===== src/rtl/cpu_mc.sv =====
// cpu_mc: parametrised multi-cycle core with host program load, run/halt FSM and handshaked I/O.
// Latency: 2 cycles per ALU/LDI/ST/branch instruction, 3 for LD; IN/OUT add handshake wait cycles.
// Backpressure: IN stalls in WAIT_IN until in_valid; OUT holds out_valid/out_data until out_ready.
module cpu_mc #(
  parameter int DATA_W  = 16,
  parameter int REG_AW  = 3,
  parameter int IMEM_AW = 6,
  parameter int RAM_AW  = 8,
  localparam int INST_W = 4 + 3 * REG_AW,
  localparam int IMM_W  = 2 * REG_AW
) (
  input  logic               clock,
  input  logic               reset_n,
  input  logic               load_we,
  input  logic [IMEM_AW-1:0] load_addr,
  input  logic [INST_W-1:0]  load_inst,
  input  logic               start,
  output logic               halted,
  input  logic [DATA_W-1:0]  in_data,
  input  logic               in_valid,
  output logic               in_ready,
  output logic [DATA_W-1:0]  out_data,
  output logic               out_valid,
  input  logic               out_ready,
  output logic [RAM_AW-1:0]  ram_addr,
  output logic               ram_we,
  output logic [DATA_W-1:0]  ram_d,
  input  logic [DATA_W-1:0]  ram_q
);

  typedef enum logic [2:0] {
    S_IDLE, S_FETCH, S_EXEC, S_MEM, S_WAIT_IN, S_WAIT_OUT, S_HALT
  } state_t;

  localparam logic [3:0] OP_NOP  = 4'd0,  OP_ADD = 4'd1,  OP_SUB  = 4'd2,  OP_AND = 4'd3;
  localparam logic [3:0] OP_OR   = 4'd4,  OP_XOR = 4'd5,  OP_SHL  = 4'd6,  OP_SHR = 4'd7;
  localparam logic [3:0] OP_LDI  = 4'd8,  OP_LD  = 4'd9,  OP_ST   = 4'd10, OP_IN  = 4'd11;
  localparam logic [3:0] OP_OUT  = 4'd12, OP_BEQZ = 4'd13, OP_JMP = 4'd14, OP_HALT = 4'd15;

  localparam logic [DATA_W-1:0] SH_LIM = DATA_W'(DATA_W);

  state_t              state;
  logic [IMEM_AW-1:0]  pc;
  logic [INST_W-1:0]   ir;
  logic [DATA_W-1:0]   regs [2**REG_AW];
  logic [INST_W-1:0]   imem [2**IMEM_AW];

  logic [3:0]          op;
  logic [REG_AW-1:0]   rd, rs0, rs1;
  logic [IMM_W-1:0]    imm;
  logic [DATA_W-1:0]   a, b, alu;
  logic [3:0]          f_op;

  assign op   = ir[INST_W-1 -: 4];
  assign rd   = ir[3*REG_AW-1 -: REG_AW];
  assign rs0  = ir[2*REG_AW-1 -: REG_AW];
  assign rs1  = ir[REG_AW-1:0];
  assign imm  = ir[IMM_W-1:0];
  assign a    = regs[rs0];
  assign b    = regs[rs1];
  // opcode of the word being fetched, so RAM strobes can be registered ahead of EXEC
  assign f_op = imem[pc][INST_W-1 -: 4];

  // ALU result for the instruction held in ir; oversized shift amounts flush to zero
  always_comb begin
    alu = '0;
    case (op)
      OP_ADD:  alu = a + b;
      OP_SUB:  alu = a - b;
      OP_AND:  alu = a & b;
      OP_OR:   alu = a | b;
      OP_XOR:  alu = a ^ b;
      OP_SHL:  alu = (b >= SH_LIM) ? '0 : (a << b);
      OP_SHR:  alu = (b >= SH_LIM) ? '0 : (a >> b);
      default: alu = '0;
    endcase
  end

  // run/halt FSM with register writeback, host loading and registered bus/handshake outputs
  always_ff @(posedge clock or negedge reset_n) begin
    if (!reset_n) begin
      state     <= S_IDLE;
      pc        <= '0;
      ir        <= '0;
      halted    <= 1'b1;
      in_ready  <= 1'b0;
      out_valid <= 1'b0;
      out_data  <= '0;
      ram_we    <= 1'b0;
      ram_addr  <= '0;
      ram_d     <= '0;
      for (int i = 0; i < 2**REG_AW; i++) regs[i] <= '0;
      for (int i = 0; i < 2**IMEM_AW; i++) imem[i] <= '0;
    end else begin
      ram_we <= 1'b0;
      case (state)
        S_IDLE, S_HALT: begin
          // a same-cycle load and start both take effect; FETCH then sees the new word
          if (load_we) imem[load_addr] <= load_inst;
          if (start) begin
            pc     <= '0;
            halted <= 1'b0;
            state  <= S_FETCH;
          end
        end
        S_FETCH: begin
          ir    <= imem[pc];
          state <= S_EXEC;
          // RAM address/data/strobe are launched here so they are valid throughout EXEC
          if (f_op == OP_LD || f_op == OP_ST) begin
            ram_addr <= RAM_AW'(regs[imem[pc][2*REG_AW-1 -: REG_AW]]);
            ram_d    <= regs[imem[pc][REG_AW-1:0]];
            ram_we   <= (f_op == OP_ST);
          end
        end
        S_EXEC: begin
          pc    <= pc + 1'b1;
          state <= S_FETCH;
          case (op)
            OP_ADD, OP_SUB, OP_AND, OP_OR, OP_XOR, OP_SHL, OP_SHR: regs[rd] <= alu;
            OP_LDI:  regs[rd] <= DATA_W'(imm);
            OP_LD:   state <= S_MEM;
            OP_IN: begin
              in_ready <= 1'b1;
              state    <= S_WAIT_IN;
            end
            OP_OUT: begin
              out_valid <= 1'b1;
              out_data  <= a;
              state     <= S_WAIT_OUT;
            end
            OP_BEQZ: if (regs[rd] == '0) pc <= IMEM_AW'(imm);
            OP_JMP:  pc <= IMEM_AW'(imm);
            OP_HALT: begin
              pc     <= pc;
              halted <= 1'b1;
              state  <= S_HALT;
            end
            default: ;
          endcase
        end
        S_MEM: begin
          regs[rd] <= ram_q;
          state    <= S_FETCH;
        end
        S_WAIT_IN: begin
          if (in_valid) begin
            regs[rd] <= in_data;
            in_ready <= 1'b0;
            state    <= S_FETCH;
          end
        end
        S_WAIT_OUT: begin
          if (out_ready) begin
            out_valid <= 1'b0;
            state     <= S_FETCH;
          end
        end
        default: state <= S_IDLE;
      endcase
    end
  end

endmodule

===== config.mk =====
export PLATFORM = sky130hd
export DESIGN_NAME = cpu_mc
export DESIGN_NICKNAME = d
export VERILOG_FILES = /design/src/rtl/cpu_mc.sv
export SDC_FILE = /design/constraint.sdc
export NUM_CORES = 2
export LEC_CHECK = 0
export BUFFER_PORTS_ARGS = -buffer_cell sky130_fd_sc_hd__clkbuf_2
export CAP_MARGIN = 40
export CORE_ASPECT_RATIO = 1.1
export CORE_MARGIN = 5
export CORE_UTILIZATION = 27
export CTS_BUF_LIST = sky130_fd_sc_hd__clkbuf_8
export DETAILED_ROUTE_END_ITERATION = 10
export PLACE_DENSITY_LB_ADDON = 0.3
export SYNTH_ARGS = -nofsm -noshare
export SYNTH_HDL_FRONTEND = slang
export SYNTH_SLANG_ARGS = --single-unit

===== constraint.sdc =====
create_clock -name clock -period 12.75 [get_ports clock]
set_input_delay 1.9125 -clock clock [delete_from_list [all_inputs] [get_ports clock]]
set_output_delay 1.9125 -clock clock [all_outputs]
set_load 0.02 [all_outputs]

==> results.toml <==
[global_route]
grt_max_degree = 189
grt_pass1_wl_um = 267000
grtUsageTotal_pct = 16.9
grt_remaining_overflow = 0
antenna_found_initial = 10
grt_pass1_vias = 37900

[sta]
worst_clock_skew_ps = 55.4
hold_viol = 0
rsz0062_at_grt = "no"
fin_crit_ps = 6120
setup_viol = 0
finalSetupTns_ps = 0
slew_violations = 0
slew-limit-headroom_pct = 24.0
fmax_ghz = 0.163
finalCritPeriodShare_pct = 48.0
tightestPinTransition_ps = 1140

[setup_path]
end_kind = "register"
path_cells = "buf_4, mux2_2, a2bb2oi_2, nand2_2, buf_4, ha_1, a21oi_1, a21oi_1, nand2_1, xnor2_1, ha_1, o21a_1, and2_1, a221oi_1, o21ai_0, xnor3_1, nor2_1, a2111oi_4, o221ai_1"
crit_path_max_incr_delay_ps = 600
crit_required_ps = 13470
worstPathMaxFanout = 41
startpoint = "ir[0]$_DFFE_PN0P_"
worstPathArrival_ps = 6840
slowest_stage = "buf_4"
timing.rr.start = "ir[0]$_DFFE_PN0P_"
start_kind = "register"
worstSetupPathType = "reg -> reg"

[clocking]
cts_resized = 0
cts_hold_buf = 0
cts.sinks = 1026
post_cts_buffers = 0
cts_buffers = 176
clk-insertion-delay-late_ps = 900
clk_pin_slew_ps = 70
htreeDepth = 4
max-clock-path-buffers = 3
cts_root_buffer = "clkbuf_8"
tritoncts = "yes"

[yosys]
netlist_area_um2 = 54000
synth_ff_type = "dfrtp_1"
async_flop_share_pct = 100
seq_area_frac_synth_pct = 47.5
synth_fp_nets = 4230
synth_edf_count = 0
synth-seq-cells = 1026
yosys_warnings = 0
synthCells = 4122
synth_cell_types = 109
avgSynthCellArea_um2 = 13.1

[power]
peakVddDrop_mv = 0.144
power.density_nw_per_um2 = 207
p_leak_nw = 27.5

[routing]
wl_met1_um = 76100
drt_iter0_markers = 2752
vias_per_cell = 5.28
wl_per_cell_um = 25.9
wl_um = 179000
drc = 0
ant_nets = 0
drtPass1Iterations = 6
wl_met3_um = 8990
route.met2.wl_um = 87200
top_layer = "met4"
vias = 36600

[placed_design]
portBuffers = 100
routabilityCongestion = 0.941
dpl.hpwl_um = 119000
dp.cells = 6627

[die]
die_h_um = 479
start_util_pct = 27.1
dieArea_um2 = 209000
ios = 101
coreArea_um2 = 199000
die_x_um = 437
num_rows = 172

[finish]
layout.nets = 4304
syn_to_final_growth_pct = 13.2
fin_cells = 6935
layout-drive-gt1-share_pct = 41.2
fillerInstances = 19900
finalCoreUtilization_pct = 30.7

[min_path]
worstHoldStart = "out_data[6]$_DFFE_PN0P_"
hold_class = "reg -> reg"

[run]
maxCapViolations = 0

[run_status]
status = "finished clean"
-- Yosys cell counts (10+ instances only) --
cell type  count  share of area, %
mux2i_4       10              0.42
o22ai_1       30              0.35
inv_1         42              0.29
mux2i_2       11              0.28
nand2b_1      13              0.15
buf_6         22              0.46
nor3_1        48              0.44
o21ai_0      101              0.94
buf_2         50              0.46
o31ai_1       15              0.21
xnor2_1       21              0.34
mux2i_1      152               2.8
nand3_1       64              0.59
a22oi_1       42              0.58
buf_1         60              0.42
nor2b_1       18              0.21
nor4_1        33              0.38
mux4_2       250                10
o211ai_1      14              0.19
clkbuf_1     194               1.3
mux2_2       937                20
a221oi_1      11              0.18
nor2_1       149               1.0
o21ai_1       11              0.10
a21oi_1       95              0.88
o221ai_1     100               1.6
a31oi_1       15              0.17
nand2_1      264               1.8
a41oi_1       15              0.24
and2_1        16              0.19
a211oi_1      28              0.39
ha_1          50               1.2
mux2_1        20              0.42
nand4_1       12              0.14
dfrtp_1     1025                47
buf_4         19              0.26
-- report_power, final --
group	total, mW	switching, mW	internal, mW	leakage, nW
clock	3.04	1.41	1.62	2.04
sequential	4.26	0.491	3.76	14.1
combinational	5.35	3.21	2.14	11.4
-- layout make-up --
type	instances	area (um^2)	share of cell area, %
multi-input combinational	2695	26600	43.4
sequential	1026	25700	42.0
tap	2610	3270	5.34
clock buffer	218	3000	4.90
timing repair buffer	246	1940	3.16
clock inverter	84	526	0.859
inverter	51	191	0.313
antenna	5	12.5	0.0204
-- state kept, by name, indices dropped and copies added (netlist names) --
name / flops
imem: 832
halted: 1
out_valid: 1
pc: 6
out_data: 16
ram_addr: 8
ir: 13
ram_we: 1
in_ready: 1
state: 3
regs: 128
ram_d: 16
-- cells by family after synthesis --
| family | Yosys count | synth area share, % |
|---|---|---|
| XOR/XNOR | 29 | 0.495 |
| adder cells (fa/ha/maj) | 51 | 1.19 |
| AO/OA/AOI/OAI | 559 | 7.52 |
| multiplexers | 1383 | 34.0 |
| AND/OR/NAND/NOR | 673 | 5.84 |
| buffers and inverters | 401 | 3.46 |
| flip-flops | 1026 | 47.5 |
-- stage by stage --
stage / power (mW) / setup slack (ps) / hold slack (ps) / cell area (um^2)
floorplan: 7.86 / 7710 / 472 / 54000
global placement: 9.56 / 6700 / 461 / 57100
detailed placement: 9.60 / 6660 / 470 / 57600
CTS: 12.7 / 6630 / 482 / 61200
global route: 13.3 / 6130 / 502 / 61200
finish: 12.6 / 6630 / 475 / 61200
-- cells in the final DEF, fill, tap and decap left out, drive strengths merged, types with 8 or more instances in the layout --
cell    instances
a22oi          48
nand2b         13
o211ai         15
a31oi          15
clkbuf        317
nor3           53
o21ai         112
nand4          13
o31ai          15
nand3          64
o22ai          32
a221oi         12
and2           17
o221ai        101
dfrtp        1025
buf           147
inv           116
nor2b          18
nor4           37
nor2          151
a21oi          99
a211oi         29
nand2         268
ha             50
clkinv         14
mux2i         173
a41oi          16
mux4          251
xnor2          21
or2             8
mux2          959
-- final timing paths --
check                           cells past startpoint                       to  slack (ps)
worst min register to register                      2  out_data[6]$_DFFE_PN0P_         470
max in group asynchronous                           4     regs[81]$_DFFE_PN0P_        8960
worst max-delay path                               19     regs[63]$_DFFE_PN0P_        6630
min in group asynchronous                           1    imem[444]$_DFFE_PN0P_        1050
worst min-delay path                                2  out_data[6]$_DFFE_PN0P_         470
worst max register to register                     19     regs[63]$_DFFE_PN0P_        6630
-- critical path, delay by kind of cell (launching register included) --
kind	cells	cell delay, ps
flip-flops	1	400
AO/OA/AOI/OAI	8	2340
multiplexers	1	430
adder cells (fa/ha/maj)	2	660
XOR/XNOR	2	550
buffers and inverters	2	1030
AND/OR/NAND/NOR	4	460
-- metal layers --
metal | track usage (%) | vias up
met3 | 2.93 | 377
met1 | 21.9 | 19400
li1 | - | 15700
met5 | 0 | -
met4 | 6.31 | 0
met2 | 28.3 | 1187
Power figures use the tool's default switching activity.
